**src/rtl/flex_cnt_pkg.sv**
```systemverilog
// Shared types for the flexible counter family.
// State encoding used by the programmable down-counter.
package flex_cnt_pkg;

  typedef enum logic [1:0] {
    IDLE = 2'b00,
    RUN  = 2'b01,
    DONE = 2'b10
  } dcnt_state_t;

endpackage

```
**src/rtl/flex_down_counter.sv**
```systemverilog
// Programmable down-counting timer, one-shot or auto-reload.
// Reports terminal count and a one-cycle pulse per finished countdown.
module flex_down_counter
  import flex_cnt_pkg::*;
#(
  parameter int NUM_CNT_BITS = 4
) (
  input  logic                    clk,
  input  logic                    n_rst,
  input  logic                    clear,
  input  logic                    load,
  input  logic                    count_enable,
  input  logic                    periodic,
  input  logic [NUM_CNT_BITS-1:0] reload_val,
  output logic [NUM_CNT_BITS-1:0] count_out,
  output logic                    terminal_flag,
  output logic                    done_pulse,
  output logic                    busy
);

  localparam logic [NUM_CNT_BITS-1:0] ONE =
    {{(NUM_CNT_BITS-1){1'b0}}, 1'b1};

  dcnt_state_t             state_q, state_d;
  logic [NUM_CNT_BITS-1:0] cnt_q, cnt_d;
  logic                    term_q, term_d;
  logic                    done_q, done_d;

  always_comb begin
    state_d = state_q;
    cnt_d   = cnt_q;
    done_d  = 1'b0;
    if (clear) begin
      state_d = IDLE;
      cnt_d   = '0;
    end else if (load) begin
      // A zero reload would park RUN at 0, so it is dropped.
      if (reload_val != '0) begin
        state_d = RUN;
        cnt_d   = reload_val;
      end
    end else if (state_q == RUN && count_enable) begin
      if (cnt_q > ONE) begin
        cnt_d = cnt_q - ONE;
      end else begin
        done_d = 1'b1;
        if (periodic && reload_val != '0) begin
          cnt_d = reload_val;
        end else begin
          state_d = DONE;
          cnt_d   = '0;
        end
      end
    end
  end

  always_comb begin
    term_d = (state_d == RUN) && (cnt_d == ONE);
  end

  always_ff @(posedge clk or negedge n_rst) begin
    if (!n_rst) begin
      state_q <= IDLE;
      cnt_q   <= '0;
      term_q  <= 1'b0;
      done_q  <= 1'b0;
    end else begin
      state_q <= state_d;
      cnt_q   <= cnt_d;
      term_q  <= term_d;
      done_q  <= done_d;
    end
  end

  assign count_out     = cnt_q;
  assign terminal_flag = term_q;
  assign done_pulse    = done_q;
  assign busy          = (state_q == RUN);

endmodule
```
**config.mk**
```make
export PLATFORM = sky130hd
export DESIGN_NAME = flex_down_counter
export DESIGN_NICKNAME = d
export VERILOG_FILES = /design/src/rtl/flex_cnt_pkg.sv /design/src/rtl/flex_down_counter.sv
export SDC_FILE = /design/constraint.sdc
export NUM_CORES = 1
export LEC_CHECK = 0
export ABC_CLOCK_PERIOD_IN_PS = 6100
export BUFFER_PORTS_ARGS = -buffer_cell sky130_fd_sc_hd__buf_2
export CORE_AREA = 2 2 39 41
export DETAILED_ROUTE_END_ITERATION = 16
export DIE_AREA = 0 0 41 43
export GPL_TIMING_DRIVEN = 0
export HOLD_SLACK_MARGIN = 0.12
export PLACE_DENSITY = 0.81
export SLEW_MARGIN = 5
export SYNTH_ARGS = -nofsm -noshare
export SYNTH_HDL_FRONTEND = slang
export SYNTH_SLANG_ARGS = --single-unit
```
**constraint.sdc**
```tcl
create_clock -name clk -period 6.1 [get_ports clk]
set_clock_uncertainty 0.2 [all_clocks]
set_input_delay 1.22 -clock clk [delete_from_list [all_inputs] [get_ports clk]]
set_output_delay 1.22 -clock clk [all_outputs]
set_load 0.03 [all_outputs]
```
==> reports/results.ini, run 1 <==
[layout]
antenna_cells=0
drive_above_1_share_pct=26.9
final_cell_area_um2=753
layout.nets=107
fin_cells=109
utilization_pct=54.4
synthToLayoutAreaGrowth_pct=18.5

[timing]
worst_pin_slew_ps=494
rsz0062_at_grt=no
holdWs_ps=480
fmax_mhz=377
setup_viol=0
post-route-period-util_pct=43.5
hold_violations=0
tns_ps=0
relSlewSlack_pct=67.0
post-route-min-period_ps=2660
final_max_slew_viol_count=0

[clock_network]
cts_made_buffers=3
max-clock-path-buffers=2
cts-resized-gates=0
cts.reportedPaths.clkPinSlew_ps=50
cts_root_buf=clkbuf_4
postCtsHoldBufs=0
clock_latency_ps=240
cts_setup_buffers=0
cts.htree.levels=1
cts.sinks=8
cts_tree=done

[power_and_ir_drop]
leakage_nw=0.345
powerDensity_nw_per_um2=195
max-vdd-ir-drop_v=0.000147

[die]
num_rows=14
fp.dieArea_um2=1760
core_area_um2=1380
initial_utilization_pct=45.9
ios=17
die_h_um=43
die_width_um=41

[critical_path]
cp-start-kind=input pin
critPathKind=input pin to register
worst_path_max_delay_cell=or4b_1
crit_path_max_fanout=7
crit_chain=buf_2, or4b_1, a31oi_1, and3_2, o211ai_2, nor4b_2
critical_path.top_delay_family=simple AND/OR/NAND/NOR gates
cpPeakStageDelay_ps=510
arrival_ps=2600
cp-end-kind=register
crit_required_ps=6050
critPathBufInv=1

[placement]
placed_cell_area_um2=731
hpwl_mm=1.21
gp_congestion=0.820
dp_cells=106
io_buffer_count=15

[synthesis]
synth.distinct_cells=33
ys_ff_latch=8
yosys.area_share.simple_pct=37.2
muxShareOfSynthArea_pct=0
ys_warn_count=0
synthCells=75
synthAdderAreaFrac_pct=3.94
synth_top_family_by_area=simple AND/OR/NAND/NOR gates
synthesis.nets=87
synth_area_um2=636
synth_xor_area_share_pct=0
synth_compound_area_share_pct=22.6
seq_area_frac_synth_pct=31.5
avgSynthCellArea_um2=8.47

[outcome]
status=complete, no violations

[routing]
drc_errors=0
vias=682
wirelength_mm=1.56
dr.pass1.iters=7
vias_per_cell=6.26
drtIter0Drc=23
ant_nets=0
wl_per_cell_um=14.3

[global_routing]
grt_pass1_wl_mm=2.40
grt_usage_pct=19.7
grt_max_degree=11
grt_pass1_vias=552
gr-total-overflow=0
antenna_found_initial=0

[worst_hold_path]
hold_class=register to register

[flow_run]
cap_violations=0

flip-flops by register name, indices dropped and copies added, names as in the netlist:
signal         flops
done_pulse         1
state_q            2
terminal_flag      1
count_out          4
Yosys cell counts, drive strengths merged:
cell type | instances | area (µm²)
a31oi | 1 | 6.26
o311ai | 1 | 8.76
nor2 | 8 | 30.0
nor2b | 2 | 12.5
or4 | 1 | 11.3
and3b | 1 | 8.76
o31ai | 1 | 7.51
nand4b | 1 | 8.76
nor4b | 3 | 32.5
nand2 | 4 | 15.0
a2111oi | 1 | 10.0
nor3b | 1 | 7.51
o21ai | 2 | 10.0
inv | 6 | 22.5
ha | 2 | 25.0
and3 | 1 | 7.51
clkbuf | 2 | 7.51
o221ai | 1 | 8.76
a32oi | 2 | 17.5
a21oi | 8 | 40.0
or4b | 1 | 10.0
or2 | 2 | 15.0
o211ai | 2 | 20.0
nand2b | 2 | 12.5
nand3b | 1 | 20.0
a211oi | 1 | 7.51
o21a | 1 | 7.51
nor4 | 4 | 25.0
dfrtp | 8 | 200
nor3 | 4 | 20.0
per-layer routing:
layer  routed length, µm  GRT usage, %  share of wire, %
met4                   0          6.00                 0
met5                   0             0                 0
met3                 150          3.14               9.6
met1                 673          29.6                43
met2                 737          28.1                47
path summary, 6_finish.rpt:
path                               start       endpoint  slack [ps]  cells past startpoint
max                        reload_val[2]  terminal_flag        3440                      6
min                           state_q[0]     state_q[0]         480                      2
max reg2reg                 count_out[0]  terminal_flag        3700                      7
min reg2reg                   state_q[0]     state_q[0]         480                      2
max in group asynchronous          n_rst     state_q[0]        4930                      1
min in group asynchronous          n_rst   count_out[2]         610                      1
cell usage in the layout (no fill, tap or decap), types with 3 or more instances in the layout:
cell and instances:
nand2_1 4, buf_2 15, nor4_1 4, nor3_1 4
inv_1 6, a21oi_1 8, nor2_1 8, dfrtp_1 8
clkbuf_4 3
kinds of logic (layout without fill, tap and decap cells):
kind of cell,count (synthesis),count (layout)
AND/OR/NAND/NOR,36,36
flip-flops,8,8
AO/OA/AOI/OAI,21,21
buffers and inverters,8,26
adder cells (fa/ha/maj),2,2
where the power goes:
group / switching [mW] / internal [mW] / total, mW
clock network: 0.0147 / 0.0223 / 0.0370
logic: 0.0302 / 0.0182 / 0.0484
registers: 0.00540 / 0.0563 / 0.0617
total: 0.0503 / 0.0968 / 0.147
worst reg2reg max path, delay by kind of cell, from the launching register on:
family | cells | cell delay (ps)
AOI/OAI and AO/OA | 1 | 530
adders and majority gates | 1 | 240
buffers and inverters | 1 | 80
DFF | 1 | 480
and+or+nand+nor | 4 | 780
stage by stage:
stage | setup WS (ps) | power (mW)
6_report | 3440 | 0.147
4_1_cts | 3470 | 0.148
3_3_place_gp | 3240 | 0.109
5_1_grt | 3380 | 0.157
3_5_place_dp | 3220 | 0.110
2_1_floorplan | 3460 | 0.0937
layout make-up:
type | instances | area, µm²
clock buffer | 3 | 22.5
tap | 16 | 20.0
buffer | 2 | 7.51
sequential | 8 | 200
inverter | 6 | 22.5
fill | 134 | 631
timing repair buffer | 15 | 75.1
multi-input combinational | 59 | 405
No activity file was read; power rests on OpenSTA's default activity.
==> inputs of run 2 (changes only) <==
Settings changed: ABC_CLOCK_PERIOD_IN_PS 6100 to 2200, CORE_AREA 2 2 39 41 to unset, CORE_MARGIN set to 2, CORE_UTILIZATION set to 45, DIE_AREA 0 0 41 43 to unset.
Clock period 6.1 ns to 2.2 ns, I/O delays scaled along.
==> reports/results.ini, run 2 (same netlist as run 1, synthesis figures left out) <==
[power_and_ir_drop]
powerDensity_nw_per_um2=524
max-vdd-ir-drop_v=0.000379
leakage_nw=0.350

[worst_hold_path]
hold_class=input pin to register

[placement]
hpwl_mm=1.17
gp_congestion=0.788
io_buffer_count=15
dp_cells=105

[timing]
relSlewSlack_pct=60.6
hold_violations=0
worst_pin_slew_ps=586
post-route-period-util_pct=96.4
fmax_mhz=472
rsz0062_at_grt=no
final_max_slew_viol_count=0
setup_viol=0
tns_ps=0
post-route-min-period_ps=2120

[critical_path]
crit_required_ps=2120
crit_path_max_fanout=8
arrival_ps=2040
critPathKind=register to register
cp-end-kind=register
cp-start-kind=register

[routing]
drc_errors=0
dr_wl_met3_um=76
wl_met1_um=602
vias_per_cell=6.14
wl_per_cell_um=13.5
vias=669
highest_layer=met4
ant_nets=0
wl_met2_um=782
wirelength_mm=1.47
dr.pass1.iters=4
drtIter0Drc=20

[clock_network]
cts.reportedPaths.clkPinSlew_ps=50
cts_tree=done
cts_setup_buffers=0
cts.sinks=8
clock_latency_ps=240
max-clock-path-buffers=2
cts.htree.levels=1
cts_made_buffers=3
cts_root_buf=clkbuf_4

[outcome]
status=complete, no violations

[global_routing]
antenna_found_initial=0
grt_pass1_vias=614
gr-total-overflow=0
grt_usage_pct=18.5
grt_pass1_wl_mm=2.48
grt_max_degree=11

[layout]
final_cell_mix=buf_2, a21oi_1, nor2_1
final_common_cell=buf_2
fin_cells=109
synthToLayoutAreaGrowth_pct=24.4
drive_above_1_share_pct=31.9
layout.nets=108
antenna_cells=0
utilization_pct=60.0
largest_reg_flops=4

[die]
ios=17
die_h_um=41.6
num_rows=13
initial_utilization_pct=48.2
core_area_um2=1320
fp.dieArea_um2=1730
die_width_um=41.6

[flow_run]
cap_violations=0

run 2: path summary, 6_finish.rpt:
| path | cells past startpoint | slack (ps) | to | startpoint |
|---|---|---|---|---|
| min in group asynchronous | 2 | 360 | count_out[3] | n_rst |
| setup reg to reg | 7 | 80 | terminal_flag | count_out[0] |
| max in group asynchronous | 2 | 1260 | count_out[0] | n_rst |
| setup / recovery | 7 | 80 | terminal_flag | count_out[0] |
| hold reg to reg | 2 | 500 | state_q[0] | state_q[0] |
| hold / removal | 2 | 290 | done_pulse | clear |
run 2: timing repair:
action,in CTS,in global routing
endpoints found under the setup margin,1,1
pin swaps,0,1
gates resized for setup,3,1
hold buffers,1,0
endpoints found under the hold margin,8,0
run 2: metal layers:
metal / GRT usage, % / up-vias
met5: 0 / -
met4: 11.6 / 0
met3: 4.35 / 2
met2: 32.5 / 26
met1: 19.7 / 315
li1: - / 326
run 2: where the power goes:
part	switching, mW	leakage, nW	internal [mW]
Clock	0.0407	0.0138	0.0618
Combinational	0.0864	0.232	0.0547
Sequential	0.0140	0.104	0.157
Total	0.141	0.350	0.273
run 2: cell type report:
class,instances,area (µm²)
fill,115,527
tap,15,18.8
inverter,6,22.5
sequential,8,203
buffer,2,7.51
clock buffer,3,22.5
multi-input combinational,59,432
timing repair buffer,16,85.1
run 2: worst max-delay path, cell delays in order, from the launching register on:
cell and delay [ps]:
dfrtp_2 430, inv_1 60, ha_1 240, or2_2 350, a32oi_1 240, nor3_1 80
nor4_2 310, nor4b_2 90
run 2: per-stage QoR:
step	power, mW	area, µm²	hold slack [ps]	setup slack (ps)
6_report	0.414	791	288	79.7
5_1_grt	0.451	791	285	3.80
3_3_place_gp	0.301	732	81.9	-84.2
4_1_cts	0.418	778	263	33.4
2_1_floorplan	0.261	638	-55.6	73.1
3_5_place_dp	0.305	732	84.7	-188
==> inputs of run 3 (changes only) <==
Settings changed: PLACE_DENSITY 0.81 to 0.84, RECOVER_POWER set to 25.
==> reports/results.ini, run 3 (same netlist as run 1, synthesis figures left out) <==
[clock_network]
cts_root_buf=clkbuf_4
cts.sinks=8
cts_tree=done
max-clock-path-buffers=2
cts.htree.levels=1
cts_made_buffers=3
cts.reportedPaths.clkPinSlew_ps=50
clock_latency_ps=240

[global_routing]
grt_pass1_wl_mm=2.64
antenna_found_initial=0
grt_usage_pct=19.1
grt_max_degree=11
gr-total-overflow=0
grt_pass1_vias=633

[timing]
holdWs_ps=294
hold_violations=0
final_max_slew_viol_count=0
post-route-min-period_ps=2110
fmax_mhz=475
setup_viol=0
post-route-period-util_pct=95.7
worst_pin_slew_ps=648
worst_slack_ps=93.8
relSlewSlack_pct=56.4

[worst_hold_path]
hold_class=input pin to register

[routing]
vias=696
ant_nets=0
wirelength_mm=1.62
dr.pass1.iters=4
vias_per_cell=6.27
wl_per_cell_um=14.6
drc_errors=0
drtIter0Drc=48

[critical_path]
cp-end-kind=register
crit_required_ps=2120
crit_path_max_fanout=4
worst_path_max_delay_cell=or4_4
cpPeakStageDelay_ps=440
arrival_ps=2020
critPathBufInv=1
critical_path.top_delay_family=simple AND/OR/NAND/NOR gates
crit_chain=inv_1, ha_1, nor2_2, or4_4, nor2_1, a2111oi_4, nor4b_2
cp-start-kind=register
critPathKind=register to register

[layout]
layout.nets=110
final_cell_mix=buf_2, a21oi_1, nor2_1
final_common_cell=buf_2
drive_above_1_share_pct=34.4
antenna_cells=0
n_fill_cell=103
largest_reg_flops=4
synthToLayoutAreaGrowth_pct=29.3

[flow_run]
cap_violations=0

[outcome]
status=complete, no violations

[die]
ios=17
fp.dieArea_um2=1730
die_width_um=41.6
core_area_um2=1320
die_h_um=41.6
initial_utilization_pct=48.2
num_rows=13

[power_and_ir_drop]
total_power_mw=0.430
leakage_nw=0.361
max-vdd-ir-drop_v=0.000319
powerDensity_nw_per_um2=523

[placement]
dp_slack_ps=-143
io_buffer_count=15
gp_congestion=0.833
hpwl_mm=1.19

-- run 3: report_power, final --
part | internal [mW] | switching (mW)
clock | 0.0618 | 0.0402
sequential | 0.157 | 0.0135
combinational | 0.0634 | 0.0946
-- run 3: worst reg2reg max path: stages (launching register included) --
cell	delay (ps)
dfrtp_2	400
inv_1	120
ha_1	250
nor2_2	80
or4_4	440
nor2_1	220
a2111oi_4	80
nor4b_2	200
-- run 3: metrics by stage --
stage                     setup TNS (ps)  instances  utilization [%]  instance area, µm²
final                                  0        111             62.4                 822
after global routing               -15.4        111             62.4                 822
after CTS                              0        109             59.1                 778
after detailed placement            -143        105             55.6                 732
after global placement             -62.8        105             55.6                 732
after floorplan                        0         75                -                 638
-- run 3: routing by layer --
layer  vias up  part of all wire (%)  wire length, µm  track usage [%]
met5         -                     0                0                0
met2        55                    50              817             34.4
met4         0                   2.1               34             9.68
li1        328                     -                -                -
met3         4                   9.6              156             1.30
met1       309                    38              613             22.4
-- run 3: worst paths after layout --
path                            cells past startpoint       endpoint          from  slack, ps
worst max-delay path                                7  terminal_flag  count_out[1]         90
worst min-delay path                                2     done_pulse         clear        290
worst max register to register                      7  terminal_flag  count_out[1]         90
worst min register to register                      2     state_q[0]    state_q[0]        490
max in group asynchronous                           2   count_out[0]         n_rst       1060
min in group asynchronous                           2   count_out[2]         n_rst        430
-- run 3: area by class of cell --
cell class | instances | area (µm²) | area share (%)
Clock buffer | 3 | 22.5 | 2.74
Multi-Input combinational cell | 59 | 449 | 54.6
Buffer | 2 | 7.51 | 0.913
Sequential cell | 8 | 203 | 24.7
Tap cell | 15 | 18.8 | 2.28
Inverter | 6 | 22.5 | 2.74
Timing Repair Buffer | 18 | 98.8 | 12.0
-- run 3: repair_timing --
| item | CTS | global route |
|---|---|---|
| setup buffers | 0 | 2 |
| setup endpoints to repair | 1 | 2 |
| hold buffers | 1 | 0 |
| cloned | 0 | 0 |
| gates resized for setup | 3 | 4 |
| pin swaps | 0 | 1 |
| hold endpoints to repair | 8 | 0 |
